--- src/rtl/dht11_pkg.sv ---
// Shared types and helpers for the DHT11 sample scheduler.
package dht11_pkg;

    typedef enum logic [2:0] {
        IDLE,
        START,
        WAIT,
        GAP,
        PUBLISH
    } sched_state_t;

    typedef struct packed {
        logic [7:0] temp;
        logic [7:0] hum;
    } dht11_reading_t;

    function automatic logic [7:0] sat_inc8(input logic [7:0] v);
        return (v == 8'hFF) ? v : v + 8'd1;
    endfunction

endpackage

--- src/rtl/dht11_tick_timer.sv ---
// Cycle counter: saturates at N (hit while saturated) or wraps
// every N cycles (hit on the last count of each period).
module dht11_tick_timer #(
    parameter int unsigned N        = 100,
    parameter bit          PERIODIC = 1'b0
) (
    input  logic clk,
    input  logic rst_n,
    input  logic clr,
    input  logic en,
    output logic hit
);

    localparam int unsigned W = $clog2(N + 1);
    localparam logic [W-1:0] LAST = PERIODIC ? W'(N - 1) : W'(N);

    logic [W-1:0] count;

    always_ff @(posedge clk or negedge rst_n) begin
        if (!rst_n) begin
            count <= '0;
        end else if (clr) begin
            count <= '0;
        end else if (en) begin
            if (count != LAST) begin
                count <= count + 1'b1;
            end else if (PERIODIC) begin
                count <= '0;
            end
        end
    end

    assign hit = (count == LAST);

endmodule

--- src/rtl/dht11_sample_scheduler.sv ---
// Decides when a DHT11 access may start, retries failed reads and
// publishes results (or the cached last good reading) to the host.
module dht11_sample_scheduler #(
    parameter int unsigned MIN_GAP_CYCLES     = 100_000_000,
    parameter int unsigned AUTO_PERIOD_CYCLES = 200_000_000,
    parameter int unsigned TIMEOUT_CYCLES     = 30_000_000,
    parameter int unsigned MAX_RETRIES        = 2
) (
    input  logic        clk,
    input  logic        rst_n,
    input  logic        auto_en,
    input  logic        host_req,
    output logic        host_ack,
    output logic        rd_start,
    input  logic        rd_busy,
    input  logic        rd_done,
    input  logic        rd_ok,
    input  logic [15:0] rd_data,
    output logic        res_valid,
    input  logic        res_ready,
    output logic [15:0] res_data,
    output logic        res_err,
    output logic [15:0] last_good,
    output logic        stale,
    output logic [7:0]  err_count
);

    import dht11_pkg::*;

    localparam int unsigned RW =
        (MAX_RETRIES > 0) ? $clog2(MAX_RETRIES + 1) : 1;
    localparam logic [RW-1:0] RMAX = RW'(MAX_RETRIES);

    sched_state_t   state;
    dht11_reading_t sample;
    logic [RW-1:0]  retry;
    logic host_pend;
    logic auto_pend;
    logic cap_host;
    logic gap_ok;
    logic auto_hit;
    logic auto_tick;
    logic timed_out;
    logic access_end;
    logic capture;

    assign sample     = rd_data;
    assign auto_tick  = auto_en & auto_hit;
    assign access_end = (state == WAIT) & (rd_done | timed_out);
    assign capture    = (state == IDLE) & (host_pend | auto_pend) & gap_ok;

    dht11_tick_timer #(
        .N(MIN_GAP_CYCLES)
    ) u_gap (
        .clk  (clk),
        .rst_n(rst_n),
        .clr  (access_end),
        .en   (1'b1),
        .hit  (gap_ok)
    );

    dht11_tick_timer #(
        .N       (AUTO_PERIOD_CYCLES),
        .PERIODIC(1'b1)
    ) u_auto (
        .clk  (clk),
        .rst_n(rst_n),
        .clr  (!auto_en),
        .en   (auto_en),
        .hit  (auto_hit)
    );

    dht11_tick_timer #(
        .N(TIMEOUT_CYCLES)
    ) u_tmo (
        .clk  (clk),
        .rst_n(rst_n),
        .clr  (state != WAIT),
        .en   (1'b1),
        .hit  (timed_out)
    );

    always_ff @(posedge clk or negedge rst_n) begin
        if (!rst_n) begin
            state     <= IDLE;
            retry     <= '0;
            host_pend <= 1'b0;
            auto_pend <= 1'b0;
            cap_host  <= 1'b0;
            host_ack  <= 1'b0;
            rd_start  <= 1'b0;
            res_valid <= 1'b0;
            res_data  <= '0;
            res_err   <= 1'b0;
            last_good <= '0;
            stale     <= 1'b1;
            err_count <= '0;
        end else begin
            rd_start <= 1'b0;
            host_ack <= 1'b0;

            // On capture the pendings move into the sample; only
            // requests arriving from now on remain pending.
            if (capture) begin
                host_pend <= host_req;
                auto_pend <= auto_tick;
            end else begin
                host_pend <= host_pend | host_req;
                auto_pend <= auto_en & (auto_pend | auto_tick);
            end

            unique case (state)
                IDLE: begin
                    if (capture) begin
                        cap_host <= host_pend;
                        if (!rd_busy) begin
                            rd_start <= 1'b1;
                            state    <= WAIT;
                        end else begin
                            state <= START;
                        end
                    end
                end
                START: begin
                    if (!rd_busy) begin
                        rd_start <= 1'b1;
                        state    <= WAIT;
                    end
                end
                WAIT: begin
                    if (rd_done && rd_ok) begin
                        res_data  <= sample;
                        last_good <= sample;
                        res_err   <= 1'b0;
                        stale     <= 1'b0;
                        res_valid <= 1'b1;
                        state     <= PUBLISH;
                    end else if (rd_done || timed_out) begin
                        err_count <= sat_inc8(err_count);
                        if (retry < RMAX) begin
                            retry <= retry + 1'b1;
                            state <= GAP;
                        end else begin
                            res_data  <= last_good;
                            res_err   <= 1'b1;
                            stale     <= 1'b1;
                            res_valid <= 1'b1;
                            state     <= PUBLISH;
                        end
                    end
                end
                GAP: begin
                    if (gap_ok) begin
                        if (!rd_busy) begin
                            rd_start <= 1'b1;
                            state    <= WAIT;
                        end else begin
                            state <= START;
                        end
                    end
                end
                PUBLISH: begin
                    if (res_ready) begin
                        res_valid <= 1'b0;
                        host_ack  <= cap_host;
                        cap_host  <= 1'b0;
                        retry     <= '0;
                        state     <= IDLE;
                    end
                end
                default: state <= IDLE;
            endcase
        end
    end

endmodule

--- config.mk ---
export PLATFORM = sky130hd
export DESIGN_NAME = dht11_sample_scheduler
export DESIGN_NICKNAME = d
export VERILOG_FILES = /design/src/rtl/dht11_pkg.sv /design/src/rtl/dht11_tick_timer.sv /design/src/rtl/dht11_sample_scheduler.sv
export SDC_FILE = /design/constraint.sdc
export NUM_CORES = 1
export LEC_CHECK = 0
export ABC_AREA = 1
export CORE_MARGIN = 4
export CORE_UTILIZATION = 43
export CTS_CLUSTER_DIAMETER = 100
export DETAILED_ROUTE_END_ITERATION = 8
export SLEW_MARGIN = 20
export SYNTH_ARGS = -nofsm -noshare
export SYNTH_HDL_FRONTEND = slang
export SYNTH_SLANG_ARGS = --single-unit
--- constraint.sdc ---
create_clock -name clk -period 3.15 [get_ports clk]
set_input_delay 0.63 -clock clk [delete_from_list [all_inputs] [get_ports clk]]
set_output_delay 0.63 -clock clk [all_outputs]
set_load 0.02 [all_outputs]
==> metrics.md <==
| Metric | Value |
|---|---|
| Status | finished clean |
| Overflow after GRT | 0 |
| Starting Density | 43.97% |
| Yosys warns | 0 |
| Hold buffers post-CTS | 0 |
| First-pass detailed-route iteration total | 6 |
| FILL cells | 1544 |
| Final Skew | 0.01534 ns |
| Post-CTS setup buffers | 0 |
| Post-synth top area cell | dfrtp_1 |
| WL met3 | 836 um |
| M1 WL | 7991 um |
| Clock latency on the worst-skew pair | 0.43 ns |
| TritonCTS Buffers | 17 |
| Initial antenna violation count | 0 |
| First-pass GRT wire length | 28260 um |
| Worst Path Max Fanout | 38 |
| Clock Tree Root | clkbuf_16 |
| Most common cell after layout, fill and taps aside | nand2_1 |
| Vias in the first global route | 5826 |
| Maximum clock frequency | 0.4307 GHz |
| Crit Path Category | register to register |
| Num Clock Sinks | 133 |
| Layout cells sized above 1 | 6.070% |
| Fin. max-slew vios | 0 |
| Detailed-route DRC error count | 0 |
| Site row count | 46 |
| Layout Nets | 1022 |
| Seq cells post-synth | 133 |
| Crit path capture type | register |
| Area of the core | 15890 sq um |
| Max VDD drop | 0.4848 mV |
| Synthesized instance count | 917 |
| Most frequent cells in the layout | nand2_1, nor2_1, dfrtp_1, inv_1 |
| Iter 0 DRT Violations | 374 |
| Via count | 5993 |
| Power density over cell area | 721.0 nW/um^2 |
| Die area | 18350 sq um |
| CP max stage delay | 0.64 ns |
| Post-DP HPWL | 11750 um |
| Share of Yosys cell area claimed by the top area cell type | 47.29% |
| LEAKAGE | 3.772 nW |
| Worst-path clk slew | 0.06 ns |
| Final wirelength | 16450 um |
| Post-CTS sizing | 0 |
| Netlist cell types | 34 |
| RSZ-0062 raised after global routing | false |
| Post-route minimum period | 2.322 ns |
| Setup ws final | 0.8281 ns |
| Syn Nets | 947 |
| Met2 routed WL | 7335 um |
| IO Port Bufs | 68 |
| Post-synthesis sequential area ratio | 47.66% |
| Setup WS pre-CTS | 0.6123 ns |
| # IOs | 69 |
| Top sig layer | met4 |
| Synthesized area per cell | 7.618 sq um |
| Crit path arrival time | 2.61 ns |
| Per-cell routed wire length | 13.47 um |
| Largest net degree at the start of global routing | 56 |
| Design Power | 6.114 mW |
| Headroom to the max-slew limit | 42.71% |
| Die height | 135.5 um |
| CTS tree | built |
| Number of hold violations in the final report | 0 |
| Setup TNS Final | 0 ns |
| Area delta synth->final | 21.40% |
| Worst-margin pin slew | 0.8584 ns |
| Antenna-violating nets left | 0 |
| Antenna Diode Count | 0 |
| Data required, critical path | 3.43 ns |
| RD Place Congestion | 0.8581 |
| Final core occ | 53.39% |
| CP most frequent cell | nand3_2 |
| GRT Resource Usage Total | 19.05% |
| HP Class | input pin to asynchronous set/reset pin |
| Critical Path Start Type | register |
| Max_cap viols | 0 |
| Post-synthesis cell area | 6985 sq um |
| Critical-path cell list | inv_1 -> ha_1 -> nand4_1 -> nor2_1 -> nand3_2 -> nand2_2 -> nand3_2 -> nand2_1 -> o21ai_2 |
| Via-to-Cell Ratio | 4.908 |
| Area contributors post-synth | dfrtp_1, nand2_1, nor2_1 |
| H-tree depth | 4 |
| Chip width | 135.5 um |
| CP max stage cell | nand3_2 |
| Final setup viols | 0 |
| Final Cycle Share | 73.71% |
| Clock buffer depth | 2 |
where the power goes:
part	internal, mW	switching, mW
combinational	0.776	1.08
clock	1.13	0.831
sequential	2.03	0.269
total	3.93	2.18
synthesized netlist by cell type:
cell,instances
buf_2,4
nand4_2,1
nand3_2,3
nand2_1,211
o21a_1,1
buf_6,3
dfstp_2,1
nand4_1,28
o21ai_2,10
xnor2_1,8
inv_1,119
or2_2,1
nor2_1,134
a31oi_1,8
and2_1,1
and3_1,1
nor3_1,38
o21ai_1,9
nand3_1,46
a21o_1,2
xor2_1,23
a21oi_1,37
nor3_4,1
o21ai_0,67
nand2_2,3
clkinv_1,1
nor3_2,1
o211ai_1,1
nor3b_1,2
clkbuf_1,11
ha_1,6
nand3b_1,2
dfrtp_1,132
inv_2,1
metal layers:
layer,track usage (%),vias up
met3,5.609,22
met5,0,-
met4,6.271,0
met1,26.57,2750
li1,-,3108
met2,28.62,113
stage by stage:
stage          area (sq um)  std cells  hold WS, ns
2_1_floorplan          6985        917       0.3344
3_5_place_dp           7900       1189       0.4640
3_3_place_gp           7900       1189       0.4564
5_1_grt                8481       1221       0.1920
6_report               8481       1221       0.1480
4_1_cts                8481       1221       0.1568
flip-flops by register name, summed over array words and instances (netlist names):
name          cells
last_good        16
u_auto.count     28
state             3
host_pend         1
err_count         8
res_valid         1
retry             2
res_data         16
cap_host          1
res_err           1
u_tmo.count      25
auto_pend         1
u_gap.count      27
rd_start          1
stale             1
host_ack          1
path summary, 6_finish.rpt:
| kind | startpoint | to | slack [ns] | cells past startpoint |
|---|---|---|---|---|
| worst max-delay path | u_tmo.count[0]$_DFFE_PN0P_ | res_data[0]$_DFFE_PN0P_ | 0.83 | 9 |
| worst min-delay path | rst_n | u_tmo.count[2]$_DFFE_PN0P_ | 0.15 | 1 |
| worst max register to register | u_tmo.count[0]$_DFFE_PN0P_ | res_data[0]$_DFFE_PN0P_ | 0.83 | 9 |
| worst min register to register | res_valid$_DFFE_PN0P_ | res_valid$_DFFE_PN0P_ | 0.47 | 2 |
| max in group asynchronous | rst_n | res_data[1]$_DFFE_PN0P_ | 2.21 | 2 |
| min in group clk | res_valid$_DFFE_PN0P_ | res_valid$_DFFE_PN0P_ | 0.47 | 2 |
worst max-delay path, delay by kind of cell, from the launching register on:
| family | cells | cell delay [ns] |
|---|---|---|
| compound gates | 1 | 0.08 |
| buf+inv | 1 | 0.09 |
| flops | 1 | 0.41 |
| simple gates | 6 | 1.44 |
| fa+ha+maj | 1 | 0.15 |
final cells by class:
type | count | area (sq um) | share of cell area, %
timing repair buffer | 74 | 739.5 | 8.719
sequential | 133 | 3329 | 39.26
tap | 216 | 270.3 | 3.187
inverter | 121 | 454.2 | 5.356
clock inverter | 14 | 141.4 | 1.667
multi-input combinational | 645 | 3107 | 36.63
clock buffer | 18 | 439.2 | 5.179
cells by family (layout without fill, tap and decap cells):
kind of cell | after synthesis | count (layout) | share of synthesized area, %
flops | 133 | 133 | 47.66
simple gates | 473 | 473 | 29.02
buf+inv | 139 | 227 | 7.863
compound gates | 135 | 135 | 10.50
fa+ha+maj | 6 | 6 | 1.075
xor+xnor | 31 | 31 | 3.887
Power figures use the tool's default switching activity.
